$ cat config.mk
export PLATFORM = sky130hd
export DESIGN_NAME = kong_throw_ctrl
export DESIGN_NICKNAME = d
export VERILOG_FILES = /design/src/rtl/kong_throw_ctrl.sv
export SDC_FILE = /design/constraint.sdc
export NUM_CORES = 1
export LEC_CHECK = 0
export ABC_AREA = 1
export CAP_MARGIN = 15
export CORE_MARGIN = 4
export CORE_UTILIZATION = 54
export DETAILED_ROUTE_END_ITERATION = 8
export PLACE_DENSITY = 0.85
export SKIP_LAST_GASP = 1
export SLEW_MARGIN = 40
export SYNTH_ARGS = -nofsm -noshare
export SYNTH_HDL_FRONTEND = slang
export SYNTH_SLANG_ARGS = --single-unit
$ cat constraint.sdc
create_clock -name clk -period 4.6 [get_ports clk]
set_input_delay 0.46 -clock clk [delete_from_list [all_inputs] [get_ports clk]]
set_output_delay 0.46 -clock clk [all_outputs]
set_load 0.05 [all_outputs]
$ cat src/rtl/kong_throw_ctrl.sv
// kong_throw_ctrl
//   Kong animation and barrel-throw sequencer. Kong steps through
//   NORMAL -> GET -> HOLD -> DROP. The time spent in each phase is a number of
//   frame ticks. In HOLD, each barrel goes to the barrel spawner over a
//   drop_req/drop_ack handshake, so Kong waits in HOLD while the spawner is full.
//
// Ports
//   clk, rst         system clock; asynchronous active-high reset
//   start            level; leave IDLE
//   over             level; game over, return to IDLE (beats every other event)
//   pause            level; freeze phase counter, FSM and handshake
//   tick             single-cycle frame enable that drives phase timing
//   drop_ack         spawner accepts the barrel (looked at only while drop_req=1)
//   drop_req         a barrel is ready for the spawner; held until acknowledged
//   is_drop          single-cycle pulse on the cycle after a completed handshake
//   x, y             constant sprite position
//   state            0 = INITIAL (IDLE), 1 = PLAYING
//   animation_state  00 NORMAL, 01 GET, 10 HOLD, 11 DROP
//   throw_count      barrels handed off since leaving IDLE; wraps silently
module kong_throw_ctrl #(
  parameter int unsigned KONG_X       = 127,
  parameter int unsigned KONG_Y       = 79,
  parameter int unsigned NORMAL_TICKS = 80,
  parameter int unsigned GET_TICKS    = 16,
  parameter int unsigned HOLD_TICKS   = 16,
  parameter int unsigned DROP_TICKS   = 16,
  parameter int unsigned CNT_W        = 8,
  parameter int unsigned THROW_W      = 8
) (
  input  logic               clk,
  input  logic               rst,
  input  logic               start,
  input  logic               over,
  input  logic               pause,
  input  logic               tick,
  input  logic               drop_ack,
  output logic               drop_req,
  output logic               is_drop,
  output logic [9:0]         x,
  output logic [8:0]         y,
  output logic               state,
  output logic [1:0]         animation_state,
  output logic [THROW_W-1:0] throw_count
);

  typedef enum logic [2:0] {
    S_IDLE,
    S_NORMAL,
    S_GET,
    S_HOLD,
    S_DROP
  } fsm_t;

  localparam logic [CNT_W-1:0] NORMAL_LAST = CNT_W'(NORMAL_TICKS - 1);
  localparam logic [CNT_W-1:0] GET_LAST    = CNT_W'(GET_TICKS - 1);
  localparam logic [CNT_W-1:0] HOLD_LAST   = CNT_W'(HOLD_TICKS - 1);
  localparam logic [CNT_W-1:0] DROP_LAST   = CNT_W'(DROP_TICKS - 1);

  fsm_t               fsm, fsm_n;
  logic [CNT_W-1:0]   cnt, cnt_n, last;
  logic               req_n, is_drop_n, state_n;
  logic [1:0]         anim_n;
  logic [THROW_W-1:0] throw_n;

  assign x = 10'(KONG_X);
  assign y = 9'(KONG_Y);

  always_comb begin
    case (fsm)
      S_NORMAL: last = NORMAL_LAST;
      S_GET:    last = GET_LAST;
      S_HOLD:   last = HOLD_LAST;
      S_DROP:   last = DROP_LAST;
      default:  last = '0;
    endcase
  end

  always_comb begin
    fsm_n     = fsm;
    cnt_n     = cnt;
    req_n     = drop_req;
    throw_n   = throw_count;
    is_drop_n = 1'b0;

    if (fsm == S_IDLE) begin
      if (start) begin
        fsm_n   = S_NORMAL;
        cnt_n   = '0;
        req_n   = 1'b0;
        throw_n = '0;
      end
    end else if (over) begin
      fsm_n = S_IDLE;
      cnt_n = '0;
      req_n = 1'b0;
    end else if (!pause) begin
      if (fsm == S_HOLD && drop_req) begin
        // Once the barrel is offered, ticks no longer matter; only the ack does.
        if (drop_ack) begin
          fsm_n     = S_DROP;
          cnt_n     = '0;
          req_n     = 1'b0;
          is_drop_n = 1'b1;
          throw_n   = throw_count + THROW_W'(1);
        end
      end else if (tick) begin
        if (cnt == last) begin
          case (fsm)
            S_NORMAL: begin fsm_n = S_GET;    cnt_n = '0; end
            S_GET:    begin fsm_n = S_HOLD;   cnt_n = '0; end
            // The HOLD advance tick offers the barrel instead of leaving HOLD;
            // the counter stays parked at its last value.
            S_HOLD:   req_n = 1'b1;
            S_DROP:   begin fsm_n = S_NORMAL; cnt_n = '0; end
            default:  fsm_n = S_IDLE;
          endcase
        end else begin
          cnt_n = cnt + CNT_W'(1);
        end
      end
    end
  end

  // The visible status is decoded from the next FSM value and then registered.
  // This keeps it in step with the FSM and keeps the outputs glitch-free.
  always_comb begin
    state_n = 1'b1;
    case (fsm_n)
      S_NORMAL: anim_n = 2'b00;
      S_GET:    anim_n = 2'b01;
      S_HOLD:   anim_n = 2'b10;
      S_DROP:   anim_n = 2'b11;
      default: begin
        anim_n  = 2'b00;
        state_n = 1'b0;
      end
    endcase
  end

  always_ff @(posedge clk or posedge rst) begin
    if (rst) begin
      fsm             <= S_IDLE;
      cnt             <= '0;
      drop_req        <= 1'b0;
      is_drop         <= 1'b0;
      throw_count     <= '0;
      state           <= 1'b0;
      animation_state <= 2'b00;
    end else begin
      fsm             <= fsm_n;
      cnt             <= cnt_n;
      drop_req        <= req_n;
      is_drop         <= is_drop_n;
      throw_count     <= throw_n;
      state           <= state_n;
      animation_state <= anim_n;
    end
  end

endmodule
# --- Yosys cells after proc, flatten, opt, wreduce, memory -nomap -nowiden ---
# Index checks and enable logic that the tools add are counted.
totals:
  inputBits: 7
  wordCells: 77
  register_bits: 24
classes:
  n_eq_ne: 15
  addsub: 2
  n_reduce_logical: 13
  mux: 40
ops:
  columns: ["op", "n"]
  rows:
  - ["$mux 8", 14]
  - ["$mux 3", 8]
  - ["$add 8x1->8 const B", 2]
  - ["$mux 1", 15]
  - ["$pmux 7 s2", 1]
  - ["$eq 3x2->1 const B", 4]
  - ["$pmux 3 s4", 1]
  - ["$reduce_bool 4->1", 3]
  - ["$reduce_and 5->1", 2]
  - ["$eq 8x8->1", 1]
  - ["$eq 3x1->1 const B", 2]
  - ["$eq 3x3->1 const B", 2]
  - ["$pmux 2 s3", 1]
  - ["$reduce_and 6->1", 1]
  - ["$reduce_or 3->1", 2]
  - ["$ne 5x5->1 const B", 1]
  - ["$ne 2x1->1 const B", 2]
  - ["$ne 4x4->1 const B", 1]
  - ["$reduce_bool 2->1", 2]
  - ["$reduce_or 4->1", 1]
  - ["$logic_not 3->1", 1]
  - ["$ne 3x2->1 const B", 1]
  - ["$ne 2x2->1 const B", 1]
  - ["$logic_and 1x1->1", 1]

# --- Depth between registers and ports, before layout ---
# Gate-level depths: netlist of the first run.
logic_depth:
  depth_word: 13
  mapped_depth: 15
  depth_no_buf: 15

# --- Worst setup path before layout of the first run ---
# Ideal clock, no wire load.
synth_timing:
  kind: "reg-to-reg"
  start: "reg throw_count[0]"
  end: "reg throw_count[6]"
  setup_time_ps: 63
  arrival_ps: 1622
  setup_slack_ps: 2915
  path_stages_with_launch: 7
  n_path_buf: 0
  period_less_slack_ps: 1685
  path_cell_list: "dfrtp_1 > ha_1 > nand4_1 > nor2_1 > nand2_4 > mux2_4 > inv_1"
synth_between:
  elab_chain_len: 6
synth_lines:
  columns: ["item", "line", "source"]
  rows:
  - ["from (decl)", "43", "output logic [THROW_W-1:0] throw_count"]
  - ["from (signal assigned)", "154", "throw_count <= throw_n;"]
  - ["$add 8x1->8", "104", "throw_n = throw_count + THROW_W'(1);"]
  - ["$mux 8", "99", "if (drop_ack) begin"]
  - ["$mux 8", "97", "if (fsm == S_HOLD && drop_req) begin"]
  - ["$mux 8", "96", "end else if (!pause) begin"]
  - ["$mux 8", "92", "end else if (over) begin"]
  - ["$mux 8", "85", "if (fsm == S_IDLE) begin"]
# No other way between the ends. The select of a mux whose other input is x is not followed.
# A chain may end at the register's enable or synchronous reset.

# --- Worst setup path in the final report of the first run ---
layout_timing:
  start: "reg throw_count[2]"
  end: "out throw_count[2]"
# No word-level cell between the ends.

==> metrics, run 1 <==
WP buf/inv 1; remaining antenna violation count 0; Critical Path RT 4.14 ns; Post-CTS Setup Bufs 0; Hold Violations, Final 0; Seq. cell area ~600 µm²; Final WS setup about 2.5 ns; CP Launch Point throw_count[2]$_DFFE_PP0P_; clk_skew between 0.009 and 0.01 ns; DRT Pass-1 Iters 4; overall routing resource usage 0.187; R2R Path Start cnt[5]$_DFFE_PP0P_; Worst-Skew Late Latency 0.31 ns; CP delay by family, top buffers and inverters; routed length per instance ~13 µm; cts hold-fix bufs 0; CTS Buf Count 3; Worst slew margin 0.667; EDFF count, synth 0; die width approximately 65 µm; Worst EP arrival approximately 1.6 ns; FMAX between 400 and 500 MHz; number of clock sinks 24; Worst Tran Pin Value ~0.5 ns; share of layout cells above drive strength 1 0.183; Residual DRC 0; PortBufs 19; setup TNS 0 ns; CP max stage delay between 0.8 and 0.9 ns; WS Path Type reg2out; internal power ~0.36 mW; filler cell count between 200 and 300; DP Wirelength between 2 and 3 mm; CTS clk-pin slew, worst paths 0.14 ns; Post-synth ARST share 1.00; MaxCap Viol Count 0; number of synthesized register bits 24; maximum fanout along the worst path 5; switching share of total power 0.390; gr ovfl total 0; Starting DRT DRC Count 60; Core Box Area a little over 3000 µm²; synthesis warning total 0; Place WS 2.33 ns; initial antenna violation count 0; CTS root buffer clkbuf_4; Net Sw Power 0.233 mW; area leader, netlist dfrtp_1; Vias between 1000 and 1500; die area 4170 µm²; Crit. End Element output port; sequential element share of the synthesized area 0.347; Distinct cells, synth 34; Vias/cell 5.12; area of the multi-input gates 905 µm²; CTS tree yes; crit path cell chain clkdlybuf4s50_1; top cell type's share of synthesized area 0.347; Total Routed Length roughly 3.5 mm; diode count 0; combinational power share 0.351; Chip Height ~65 µm; Hold WC Path Type in2async; commonest non-fill, non-tap cells in the layout nand2_1 (29), inv_1 (25), dfrtp_1 (24), nand3_1 (20); Area Growth Syn to Fin 12.2%; slowest cell on the critical path clkdlybuf4s50_1; post-CTS resize count 0; Post-layout nets between 200 and 250; unrepaired setup endpoints after global routing false; peak ir drop on the vdd network between 0.15 and 0.2 mV; syn avg cell area roughly 8 µm²; Slew Limit Fails 0; number of top-level pins 39; Clock H-tree levels 1; Tcrit/Tclk final 0.448; Seq pwr share 0.395; routability cong. between 0.9 and 1; pwr/cell area approximately 300 nW/µm²; Post-Synthesis Cells about 220; Starting Density 0.567; Rows 20; top cells by area, synth dfrtp_1 (35%), buf_4 (8.7%), nand2_1 (6.3%), nand3_1 (5.8%), inv_1 (5.6%); Setup Viol. Count Final 0; first-pass GRT wire length 6.17 mm; Clock Path Buffers 2; Final min period 2.06 ns; critical path startpoint category flop; outcome finished clean; Post-Syn Area 1730 µm²; largest net degree at the start of global routing 25; leakage power around 0.96 nW; number of global-route vias before repair 1362; commonest non-fill, non-tap cell in the layout nand2_1; clock power share 0.254; Synth Flop Type dfrtp_1
==> worst reg2reg max path: stages, from the launching register on <==
cell and delay, ns:
dfrtp_1 0.46, nor3_1 0.36, nand2_2 0.15, nor2_8 0.20, nand2_2 0.07, nand2_1 0.06
nand3_1 0.09, nand2_2 0.11, inv_2 0.06, nand3_2 0.05, nand2_1 0.06, nand2_1 0.06
inv_1 0.05
==> power by group through the flow <==
stage          Sequential [mW]  Combinational [mW]  Clock [mW]
6_report                 0.236               0.210       0.152
5_1_grt                  0.238               0.229       0.165
4_1_cts                  0.236               0.210       0.156
3_5_place_dp             0.240               0.209           0
3_3_place_gp             0.240               0.205           0
2_1_floorplan            0.259               0.160           0
==> stage by stage <==
step	hold WS, ns	area (µm²)	total power, mW	utilization	cells
after floorplan	0.475	1790	0.419	-	232
after global placement	0.551	1890	0.445	0.619	275
after detailed placement	0.546	1890	0.449	0.619	275
after CTS	0.474	1940	0.602	0.636	279
after global routing	0.513	1940	0.632	0.636	279
final	0.466	1940	0.598	0.636	279
==> layer usage <==
metal	routed length (µm)	vias to the layer above	global-route usage	part of all wire
met5	0	-	0	0
met2	1660	56	0.312	0.48
met1	1530	666	0.252	0.44
met4	54	0	0.0607	0.015
li1	-	701	-	-
met3	239	6	0.0243	0.069
==> sequential cells by signal (all words and copies together) (netlist names) <==
signal           flops
cnt                  8
throw_count          8
fsm                  3
animation_state      2
drop_req             1
is_drop              1
state                1
==> final timing paths <==
check / endpoint / slack [ns] / depth (start not counted)
setup / recovery: throw_count[2] / 2.54 / 1
hold / removal: throw_count[2]$_DFFE_PP0P_ / 0.47 / 2
setup reg to reg: animation_state[0]$_DFF_PP0_ / 2.75 / 12
hold reg to reg: throw_count[0]$_DFFE_PP0P_ / 0.59 / 1
max in group asynchronous: drop_req$_DFFE_PP0P_ / 3.80 / 2
min in group clk: throw_count[0]$_DFFE_PP0P_ / 0.59 / 1
==> Yosys cell counts, types with 3 or more instances <==
master	count
nand4_1	6
nand3_1	20
o21ai_1	6
inv_2	7
o21ai_0	8
nand3_2	5
dfrtp_1	24
a21oi_1	3
buf_4	20
nor2_1	14
xor2_1	5
nor3_1	5
nand2_1	29
nand2_4	4
inv_1	26
nand2_2	9
==> area by class of cell <==
type / count / share of cell area
clock buffer: 3 / 0.0116
clock inverter: 1 / 0.0155
tap: 44 / 0.0284
timing repair buffer: 19 / 0.0979
sequential: 24 / 0.309
multi-input combinational: 153 / 0.466
inverter: 35 / 0.0715
==> kinds of logic after synthesis <==
| group | share of synthesized area |
|---|---|
| AO/OA/AOI/OAI | 0.0904 |
| XOR/XNOR | 0.0253 |
| flip-flops | 0.347 |
| other | 0.00434 |
| multiplexers | 0.00867 |
| adder cells (fa/ha/maj) | 0.0145 |
| AND/OR/NAND/NOR | 0.343 |
| buffers and inverters | 0.167 |
(Power assumes the default switching activity.)
==> run 2: changes to the inputs <==
--- a/config.mk
+++ b/config.mk
@@ -8,9 +8,9 @@
 export ABC_AREA = 1
 export CAP_MARGIN = 15
 export CORE_MARGIN = 4
-export CORE_UTILIZATION = 54
+export CORE_UTILIZATION = 45
 export DETAILED_ROUTE_END_ITERATION = 8
-export PLACE_DENSITY = 0.85
+export PLACE_DENSITY = 0.76
 export SKIP_LAST_GASP = 1
 export SLEW_MARGIN = 40
 export SYNTH_ARGS = -nofsm -noshare
==> constraint.sdc (replaced) <==
create_clock -name clk -period 1.89 [get_ports clk]
set_input_delay 0.189 -clock clk [delete_from_list [all_inputs] [get_ports clk]]
set_output_delay 0.189 -clock clk [all_outputs]
set_load 0.05 [all_outputs]
==> run 2 against run 1 <==
Net effect:
- design area increased by 2.7%
- global-route usage fell by 4.5 points
- flip-flop and latch count stayed put
- critical endpoint is now animation_state[0]$_DFF_PP0_
- sequential power is 150% higher
==> metrics, run 2 (synthesized netlist as in run 1, its figures left out) <==
Worst-Skew Late Latency 0.26 ns (-0.05 ns); WS Path Type reg2reg; met3 Resource Use GR 0.0331 (+0.00883); number of top-level pins 39 (unchanged); cts hold-fix bufs 0 (unchanged); Worst EP arrival 1.90 ns (+0.30 ns); Starting DRT DRC Count 86 (+43%); number of clock sinks 24 (unchanged); peak ir drop on the vdd network 0.362 mV (+100%); DRT Pass-1 Iters 5 (+1); CP Launch Point fsm[0]$_DFF_PP0_; filler cell count 355 (+26%); Post-Place Cells 284 (+3.3%); GRT busiest layer met1; share of layout cells above drive strength 1 0.209 (+0.0262); Area Growth Syn to Fin 15.3%; Starting Density 0.469 (-0.0977); Vias 1410 (-1.3%); Final Util 0.541 (-0.0954); total chip power 1.41 mW (+140%); pwr/cell area 705 nW/µm² (+130%); Chip Height 70.0 µm (+8.4%); WP buf/inv 3 (+2); die width 70.0 µm (+8.4%); PortBufs 19 (unchanged); first-pass GRT wire length 5.79 mm (-6.1%); CP max stage delay 0.48 ns (-0.35 ns); maximum fanout along the worst path 8 (+3); Post-layout nets 250 (+2.0%); unrepaired setup endpoints after global routing true; Rows 22 (+10%); filler-free cell count of the finished design 287 (+2.9%); Setup Viol. Count Final 0 (unchanged); routability cong. 0.876 (-5.1%); critical path startpoint category flop; Vias/cell 4.91 (-4.1%); gr ovfl total 0 (unchanged); commonest non-fill, non-tap cell in the layout nand2_1; Crit. End Element flop; DP Wirelength 2.60 mm (-1.4%); Hold WC Path Type in2async; Worst slew margin 0.655 (-0.0122); outcome finished clean; die area 4900 µm² (+17%); initial antenna violation count 0 (unchanged); GR Util met1 0.216 (-0.0365); crit path cell chain inv_2, nand3_2, nand3_1, nand2_2, nor2_8, nand2_2, nand2_1, nand3_1, nand2_2, inv_2, nand3_2, nand2_1, nand2_1, inv_1; clk_skew 0.00615 ns (-0.00313 ns); CTS root buffer clkbuf_8; largest net degree at the start of global routing 25 (unchanged); CTS Buf Count 3 (unchanged); Clock Path Buffers 2 (unchanged); remaining antenna violation count 0 (unchanged); overall routing resource usage 0.143 (-0.0446); Clock H-tree levels 1 (unchanged); Residual DRC 0 (unchanged); Total Routed Length 3.33 mm (-4.6%); CTS clk-pin slew, worst paths 0.08 ns (-0.06 ns); MaxCap Viol Count 0 (unchanged); Final min period ~1.7 ns; Core Box Area 3690 µm² (+21%); CTS tree yes; R2R Path Start fsm[0]$_DFF_PP0_; routed length per instance 11.6 µm (-7.3%); CP delay by family, top simple AND/OR/NAND/NOR gates; Critical Path RT 2.05 ns (-2.09 ns); commonest non-fill, non-tap cells in the layout nand2_1 (29), inv_1 (26), dfrtp_1 (21), nand3_1 (20); leakage power 0.980 nW (+2.0%); slowest cell on the critical path dfrtp_2; FMAX around 570 MHz; diode count 0 (unchanged); Hold Violations, Final 0 (unchanged); Worst Tran Pin Value 0.516 ns (+0.0182 ns); routing usage on met2 0.201 (-0.110); number of global-route vias before repair 1277 (-6.2%); top flop regs cnt x8, throw_count x8, fsm x3; Tcrit/Tclk final 0.922; Slew Limit Fails 0 (unchanged)
[run 2: final timing paths]
check | endpoint | slack [ns] | depth (start not counted)
max in group asynchronous | fsm[0]$_DFF_PP0_ | 1.37 | 3
hold reg to reg | throw_count[0]$_DFFE_PP0P_ | 0.57 | 1
setup reg to reg | animation_state[0]$_DFF_PP0_ | 0.15 | 14
min in group clk | throw_count[0]$_DFFE_PP0P_ | 0.57 | 1
hold / removal | cnt[4]$_DFFE_PP0P_ | 0.26 | 3
setup / recovery | animation_state[0]$_DFF_PP0_ | 0.15 | 14
[run 2: per-layer routing]
layer	vias to the layer above	routed length, µm
met2	63	1400
met3	6	259
met4	0	53
li1	708	-
met1	633	1610
met5	-	0
[run 2: layout make-up]
class	count	area, µm²	share of cell area
timing repair buffer	24	228	0.114
inverter	35	139	0.0696
multi-input combinational	153	922	0.462
sequential	24	604	0.303
tap	48	60.1	0.0301
clock buffer	3	41.3	0.0207
[run 2: power breakdown]
group / internal (mW) / leakage, nW / switching (mW) / total, mW
Sequential: 0.542 / 0.326 / 0.0379 / 0.580
Clock: 0.142 / 0.0216 / 0.154 / 0.296
Combinational: 0.153 / 0.633 / 0.377 / 0.530
[run 2: worst register-to-register path, cell delays in order, from the launching register on]
cell     delay [ns]
dfrtp_2        0.48
inv_2          0.13
nand3_2        0.12
nand3_1        0.11
nand2_2        0.09
nor2_8         0.17
nand2_2        0.07
nand2_1        0.06
nand3_1        0.08
nand2_2        0.10
inv_2          0.05
nand3_2        0.05
nand2_1        0.05
nand2_1        0.05
inv_1          0.03
[run 2: metrics by stage]
step                      TNS (ns)  hold slack (ns)  setup WS [ns]  area (µm²)
final                            0            0.260          0.147        1990
after global routing      -0.00382            0.284       -0.00222        1990
after CTS                        0            0.270          0.126        1970
after detailed placement         0            0.553          0.141        1930
after global placement           0            0.547          0.139        1930
after floorplan                  0            0.204          0.205        1790
[run 2: timing repair]
item	4_1_cts	5_1_grt
endpoints found under the setup margin	0	10
resized for setup	0	6
buffers inserted	0	0
==> run 3: changes to the inputs <==
--- a/config.mk
+++ b/config.mk
@@ -16,3 +16,4 @@
 export SYNTH_ARGS = -nofsm -noshare
 export SYNTH_HDL_FRONTEND = slang
 export SYNTH_SLANG_ARGS = --single-unit
+export TNS_END_PERCENT = 10
==> results of run 3 <==
Final layout, timing and power as in run 2 (identical DEF).
